==> src/rtl/serial_pattern_gen_if.sv <==
// Bus between a pattern source and the serial_pattern_gen transmitter.
// The master owns the request fields; the slave (transmitter) returns the serial stream and status.
interface serial_pattern_gen_if #(
    parameter int MAX_LEN = 8
);
    logic               start;
    logic [MAX_LEN-1:0] pattern;
    logic [3:0]         length;
    logic [3:0]         repeat_n;
    logic               w;
    logic               w_valid;
    logic               busy;
    logic               done;
    logic [2:0]         state;

    modport master (
        output start, pattern, length, repeat_n,
        input  w, w_valid, busy, done, state
    );

    modport slave (
        input  start, pattern, length, repeat_n,
        output w, w_valid, busy, done, state
    );
endinterface

==> src/rtl/serial_pattern_gen.sv <==
// Serial bit-stream transmitter: shifts a latched pattern out MSB-first, optionally
// repeating it with forced-zero gaps, then pulses done.
//
// state | meaning
// IDLE  | waiting for an accepted start (1 <= length <= MAX_LEN)
// SHIFT | one pattern bit on w per cycle, w_valid high
// GAP   | w=0, w_valid=0 for GAP_CYCLES between repeats
// DONE  | one-cycle done pulse, then back to IDLE
module serial_pattern_gen #(
    parameter int MAX_LEN    = 8,
    parameter int GAP_CYCLES = 2
) (
    input  logic                 clock,
    input  logic                 reset,
    serial_pattern_gen_if.slave  bus
);

    typedef enum logic [2:0] {
        ST_IDLE  = 3'b000,
        ST_SHIFT = 3'b001,
        ST_GAP   = 3'b010,
        ST_DONE  = 3'b011
    } state_t;

    localparam logic [3:0] GAP_LOAD  = 4'(GAP_CYCLES);
    localparam logic [4:0] MAX_LEN_W = 5'(MAX_LEN);

    state_t             r_state;
    state_t             w_state_nxt;
    logic [MAX_LEN-1:0] r_sh;
    logic [MAX_LEN-1:0] w_sh_nxt;
    logic [MAX_LEN-1:0] r_pat;
    logic [MAX_LEN-1:0] w_pat_nxt;
    logic [3:0]         r_len;
    logic [3:0]         w_len_nxt;
    logic [3:0]         r_bit_cnt;
    logic [3:0]         w_bit_cnt_nxt;
    logic [3:0]         r_rep;
    logic [3:0]         w_rep_nxt;
    logic [3:0]         r_gap;
    logic [3:0]         w_gap_nxt;
    logic               w_len_ok;

    // The first transmitted bit must sit at the shift-register MSB.
    function automatic logic [MAX_LEN-1:0] left_align(input logic [MAX_LEN-1:0] pat,
                                                      input logic [3:0]         len);
        int sa;
        sa = MAX_LEN - int'(len);
        return pat << sa;
    endfunction

    assign w_len_ok = (bus.length != 4'd0) && ({1'b0, bus.length} <= MAX_LEN_W);

    always_comb begin
        w_state_nxt   = r_state;
        w_sh_nxt      = r_sh;
        w_pat_nxt     = r_pat;
        w_len_nxt     = r_len;
        w_bit_cnt_nxt = r_bit_cnt;
        w_rep_nxt     = r_rep;
        w_gap_nxt     = r_gap;

        case (r_state)
            ST_IDLE: begin
                if (bus.start && w_len_ok) begin
                    w_pat_nxt     = bus.pattern;
                    w_len_nxt     = bus.length;
                    w_rep_nxt     = bus.repeat_n;
                    w_sh_nxt      = left_align(bus.pattern, bus.length);
                    w_bit_cnt_nxt = bus.length;
                    w_state_nxt   = ST_SHIFT;
                end
            end
            ST_SHIFT: begin
                w_sh_nxt      = {r_sh[MAX_LEN-2:0], 1'b0};
                w_bit_cnt_nxt = r_bit_cnt - 4'd1;
                if (r_bit_cnt == 4'd1) begin
                    if (r_rep != 4'd0) begin
                        w_gap_nxt   = GAP_LOAD;
                        w_rep_nxt   = r_rep - 4'd1;
                        w_state_nxt = ST_GAP;
                    end else begin
                        w_state_nxt = ST_DONE;
                    end
                end
            end
            ST_GAP: begin
                w_gap_nxt = r_gap - 4'd1;
                if (r_gap == 4'd1) begin
                    w_sh_nxt      = left_align(r_pat, r_len);
                    w_bit_cnt_nxt = r_len;
                    w_state_nxt   = ST_SHIFT;
                end
            end
            ST_DONE: begin
                w_state_nxt = ST_IDLE;
            end
            default: begin
                w_state_nxt = ST_IDLE;
            end
        endcase
    end

    always_ff @(posedge clock or posedge reset) begin
        if (reset) begin
            r_state   <= ST_IDLE;
            r_sh      <= '0;
            r_pat     <= '0;
            r_len     <= 4'd0;
            r_bit_cnt <= 4'd0;
            r_rep     <= 4'd0;
            r_gap     <= 4'd0;
        end else begin
            r_state   <= w_state_nxt;
            r_sh      <= w_sh_nxt;
            r_pat     <= w_pat_nxt;
            r_len     <= w_len_nxt;
            r_bit_cnt <= w_bit_cnt_nxt;
            r_rep     <= w_rep_nxt;
            r_gap     <= w_gap_nxt;
        end
    end

    // Outputs decode registered state only, so w/w_valid cannot glitch mid-cycle.
    assign bus.w       = (r_state == ST_SHIFT) && r_sh[MAX_LEN-1];
    assign bus.w_valid = (r_state == ST_SHIFT);
    assign bus.busy    = (r_state == ST_SHIFT) || (r_state == ST_GAP) || (r_state == ST_DONE);
    assign bus.done    = (r_state == ST_DONE);
    assign bus.state   = r_state;

endmodule

==> src/flat_wrapper.sv <==
// flat-port wrapper written by rule: the top's interface ports become plain ports
module serial_pattern_gen_flat 
#(
    parameter int MAX_LEN    = 8,
    parameter int GAP_CYCLES = 2
)
  (clock, reset, bus_start, bus_pattern, bus_length, bus_repeat_n, bus_w, bus_w_valid, bus_busy, bus_done, bus_state);
  serial_pattern_gen_if #(.MAX_LEN(MAX_LEN)) bus_i ();
  input  logic clock;
  input  logic reset;
  input wire logic [$bits(bus_i.start)-1:0] bus_start;
  input wire logic [$bits(bus_i.pattern)-1:0] bus_pattern;
  input wire logic [$bits(bus_i.length)-1:0] bus_length;
  input wire logic [$bits(bus_i.repeat_n)-1:0] bus_repeat_n;
  output wire logic [$bits(bus_i.w)-1:0] bus_w;
  output wire logic [$bits(bus_i.w_valid)-1:0] bus_w_valid;
  output wire logic [$bits(bus_i.busy)-1:0] bus_busy;
  output wire logic [$bits(bus_i.done)-1:0] bus_done;
  output wire logic [$bits(bus_i.state)-1:0] bus_state;
  assign bus_i.start = bus_start;
  assign bus_i.pattern = bus_pattern;
  assign bus_i.length = bus_length;
  assign bus_i.repeat_n = bus_repeat_n;
  assign bus_w = bus_i.w;
  assign bus_w_valid = bus_i.w_valid;
  assign bus_busy = bus_i.busy;
  assign bus_done = bus_i.done;
  assign bus_state = bus_i.state;
  serial_pattern_gen #(.MAX_LEN(MAX_LEN), .GAP_CYCLES(GAP_CYCLES)) u_core (.clock(clock), .reset(reset), .bus(bus_i));
endmodule
==> config.mk <==
export PLATFORM = sky130hd
export DESIGN_NAME = serial_pattern_gen_flat
export DESIGN_NICKNAME = d
export VERILOG_FILES = /design/src/rtl/serial_pattern_gen_if.sv /design/src/rtl/serial_pattern_gen.sv /design/src/flat_wrapper.sv
export SDC_FILE = /design/constraint.sdc
export NUM_CORES = 1
export LEC_CHECK = 0
export ABC_CLOCK_PERIOD_IN_PS = 6800
export BUFFER_PORTS_ARGS = -buffer_cell sky130_fd_sc_hd__buf_2
export CAP_MARGIN = 25
export CORE_MARGIN = 4
export CORE_UTILIZATION = 61
export CTS_CLUSTER_DIAMETER = 50
export DETAILED_ROUTE_END_ITERATION = 7
export GPL_TIMING_DRIVEN = 0
export PLACE_DENSITY = 0.83
export REMOVE_ABC_BUFFERS = 1
export SKIP_CTS_REPAIR_TIMING = 1
export SLEW_MARGIN = 20
export SYNTH_ARGS = -nofsm -noshare
export SYNTH_HDL_FRONTEND = slang
export SYNTH_SLANG_ARGS = --single-unit
export TNS_END_PERCENT = 100
==> constraint.sdc <==
create_clock -name clock -period 6.8 [get_ports clock]
set_input_delay 1.36 -clock clock [delete_from_list [all_inputs] [get_ports clock]]
set_output_delay 1.36 -clock clock [all_outputs]
set_load 0.01 [all_outputs]
==> qor.yml <==
numPlacedInstances: 370
synth_top_area_frac: 0.3244
syn-cell-area_mm2: 0.002623
async_reset_ff_frac: 1.000
nets: 360
utilization: 0.6822
synth_ff_type: "dfrtp_1"
place_ws_ns: 2.730
fin_crit_sh: 0.5622
drc: 0
worstPathRequired_ns: 6.97
coreArea_mm2: 0.004086
yosysUniqueCellTypes: 55
num_rows: 23
ys_ff_latch: 34
route.vias.total: 2373
status: "finished clean"
syn_avg_cell_area_um2: 8.299
design_area_mm2: 0.002788
die-width_um: 73.57
syn2layout_area_growth_pct: 6.298
overflow: 0
synthTopCellsByArea: "dfrtp_1 32%, nand2_1 7.3%, ha_1 6.7%"
finalSetupViolations: 0
stdcell_count: 378
grt.total_usage: 0.2389
ys_warn_count: 0
setup-tns-final_ns: 0
viasPerCell: 6.278
max_cap_violations: 0
initial_core_util: 0.6418
yosysTopAreaCell: "dfrtp_1"
routed_wire_length_per_instance_um: 15.56
path_cells: "buf_2 > inv_1 > ha_1 > nand2b_1 > o211ai_2 > a21o_4 > a221oi_4 > o21ai_0 > o22a_1"
layout_setup_ws_ns: 2.977
grt_pass1_vias: 2148
path_clk_slew_ns: 0.07
cts_buffers: 5
finalWirelength_um: 5882
cts_tree: "done"
synth_edf_count: 0
grt_pass1_wl_um: 10120
drtIter0Drc: 234
die_area_mm2: 0.005413
peakVddDrop_mv: 0.1362
cp_max_fo: 24
insertedDiodeCount: 0
yosysSeqAreaShare: 0.3244
holdWs_ns: 0.5166
holdCritPathClass: "reg -> reg"
cp-end-kind: "register"
htreeDepth: 2
cp-start-kind: "input pin"
syn_inst: 316
io_buffers: 24
fillers: 335
dpl_cell_area_mm2: 0.002696
rsz0062_at_grt: "no"
grt_start_max_net_pins: 35
fin_crit_ns: 3.823
drive_gt1_frac: 0.1494
clk_path_buf_depth: 2
antenna_found_initial: 0
p_per_area_mw_per_mm2: 141.4
critical-path-max-stage-delay_ns: 0.83
io_pins: 26
fp.dieH_um: 73.57
root_buffer: "clkbuf_8"
clk_latency_ns: 0.29
p_total_uw: 394.3
crit_arrival_ns: 3.99
drtPass1Iterations: 5
skew_ns: 0.006523
cts_sinks: 34
slew_headroom: 0.3704
hold_viol: 0
crit_type: "in -> reg"
tightestPinTransition_ns: 0.9443
ant_nets: 0
dp_hpwl_um: 4314
cp_slowest_cell: "a221oi_4"
place.gp.congestion: 0.9163
finalMaxSlewViolations: 0
p_leak_nw: 1.280
fmax_mhz: 261.6
==> state kept, by name, summed over array words and instances, names as in the netlist <==
register          count
u_core.r_sh           8
u_core.r_gap          4
u_core.bus.state      2
u_core.r_rep          4
u_core.r_pat          8
u_core.r_len          4
u_core.r_bit_cnt      4
==> per-layer routing <==
| layer | global-route usage | part of all wire | up-vias |
|---|---|---|---|
| li1 | - | - | 1143 |
| met1 | 0.3490 | 0.45 | 1105 |
| met2 | 0.3593 | 0.46 | 106 |
| met3 | 0.04104 | 0.071 | 19 |
| met4 | 0.07646 | 0.019 | 0 |
| met5 | 0 | 0 | - |
==> worst max-delay path, delay by kind of cell <==
family | cells | cell delay, ns
adders and majority gates | 1 | 0.27
buffers and inverters | 2 | 0.39
and+or+nand+nor | 1 | 0.27
AOI/OAI and AO/OA | 5 | 1.67
==> final timing paths <==
| path | from | endpoint | slack (ns) | depth (start not counted) |
|---|---|---|---|---|
| max in group asynchronous | reset | u_core.r_pat[3] | 5.14 | 2 |
| hold reg to reg | u_core.r_pat[3] | u_core.r_pat[3] | 0.52 | 2 |
| setup / recovery | bus_length[0] | u_core.r_sh[0] | 2.98 | 9 |
| min in group asynchronous | reset | u_core.r_rep[2] | 1.18 | 2 |
| hold / removal | u_core.r_pat[3] | u_core.r_pat[3] | 0.52 | 2 |
| setup reg to reg | u_core.bus.state[0] | u_core.r_sh[0] | 4.05 | 7 |
==> cells in the final DEF (no fill, tap or decap), drive strengths merged, types with 6 or more instances in the layout <==
master and count:
nor3 7, clkbuf 7, a21oi 19, mux2 6, dfrtp 34, ha 14
nand3 8, nand2 51, mux2i 17, nor2 24, nand2b 10, buf 24
o21ai 23, inv 18
==> cell families (layout without fill, tap and decap cells) <==
kind of cell | Yosys count | after routing | share of synthesized area
AND/OR/NAND/NOR | 117 | 117 | 0.2066
XOR/XNOR | 2 | 2 | 0.006681
buffers and inverters | 39 | 51 | 0.06870
AO/OA/AOI/OAI | 85 | 85 | 0.2261
flip-flops | 34 | 34 | 0.3244
adder cells (fa/ha/maj) | 14 | 14 | 0.06679
multiplexers | 24 | 24 | 0.09923
other | 1 | 1 | 0.001430
==> report_power, final <==
group	internal [mW]	leakage, nW	total [mW]	switching, mW
combinational	0.0129	0.769	0.0358	0.0229
sequential	0.202	0.462	0.202	0
clock	0.0817	0.0482	0.156	0.0747
==> area by class of cell <==
| cell class | instances | area (um2) | area share |
|---|---|---|---|
| Sequential cell | 34 | 850.8 | 0.3052 |
| Clock inverter | 1 | 5.005 | 0.001795 |
| Tap cell | 50 | 62.56 | 0.02244 |
| Timing Repair Buffer | 24 | 120.1 | 0.04309 |
| Inverter | 19 | 71.32 | 0.02558 |
| Multi-Input combinational cell | 243 | 1592 | 0.5709 |
| Clock buffer | 7 | 86.33 | 0.03097 |
==> synth_stat cells (all sizes together), types with 4 or more instances <==
| master | instances |
|---|---|
| a21oi | 19 |
| o22ai | 4 |
| mux2i | 17 |
| ha | 14 |
| nand2 | 51 |
| a32oi | 4 |
| clkbuf | 10 |
| mux2 | 6 |
| buf | 10 |
| inv | 18 |
| nor2 | 24 |
| nor3 | 7 |
| nand2b | 10 |
| a22oi | 4 |
| a22o | 4 |
| o211ai | 5 |
| o21ai | 23 |
| a31oi | 5 |
| dfrtp | 34 |
| nand3 | 8 |
Note: power is estimated with default switching activity, not from simulation.
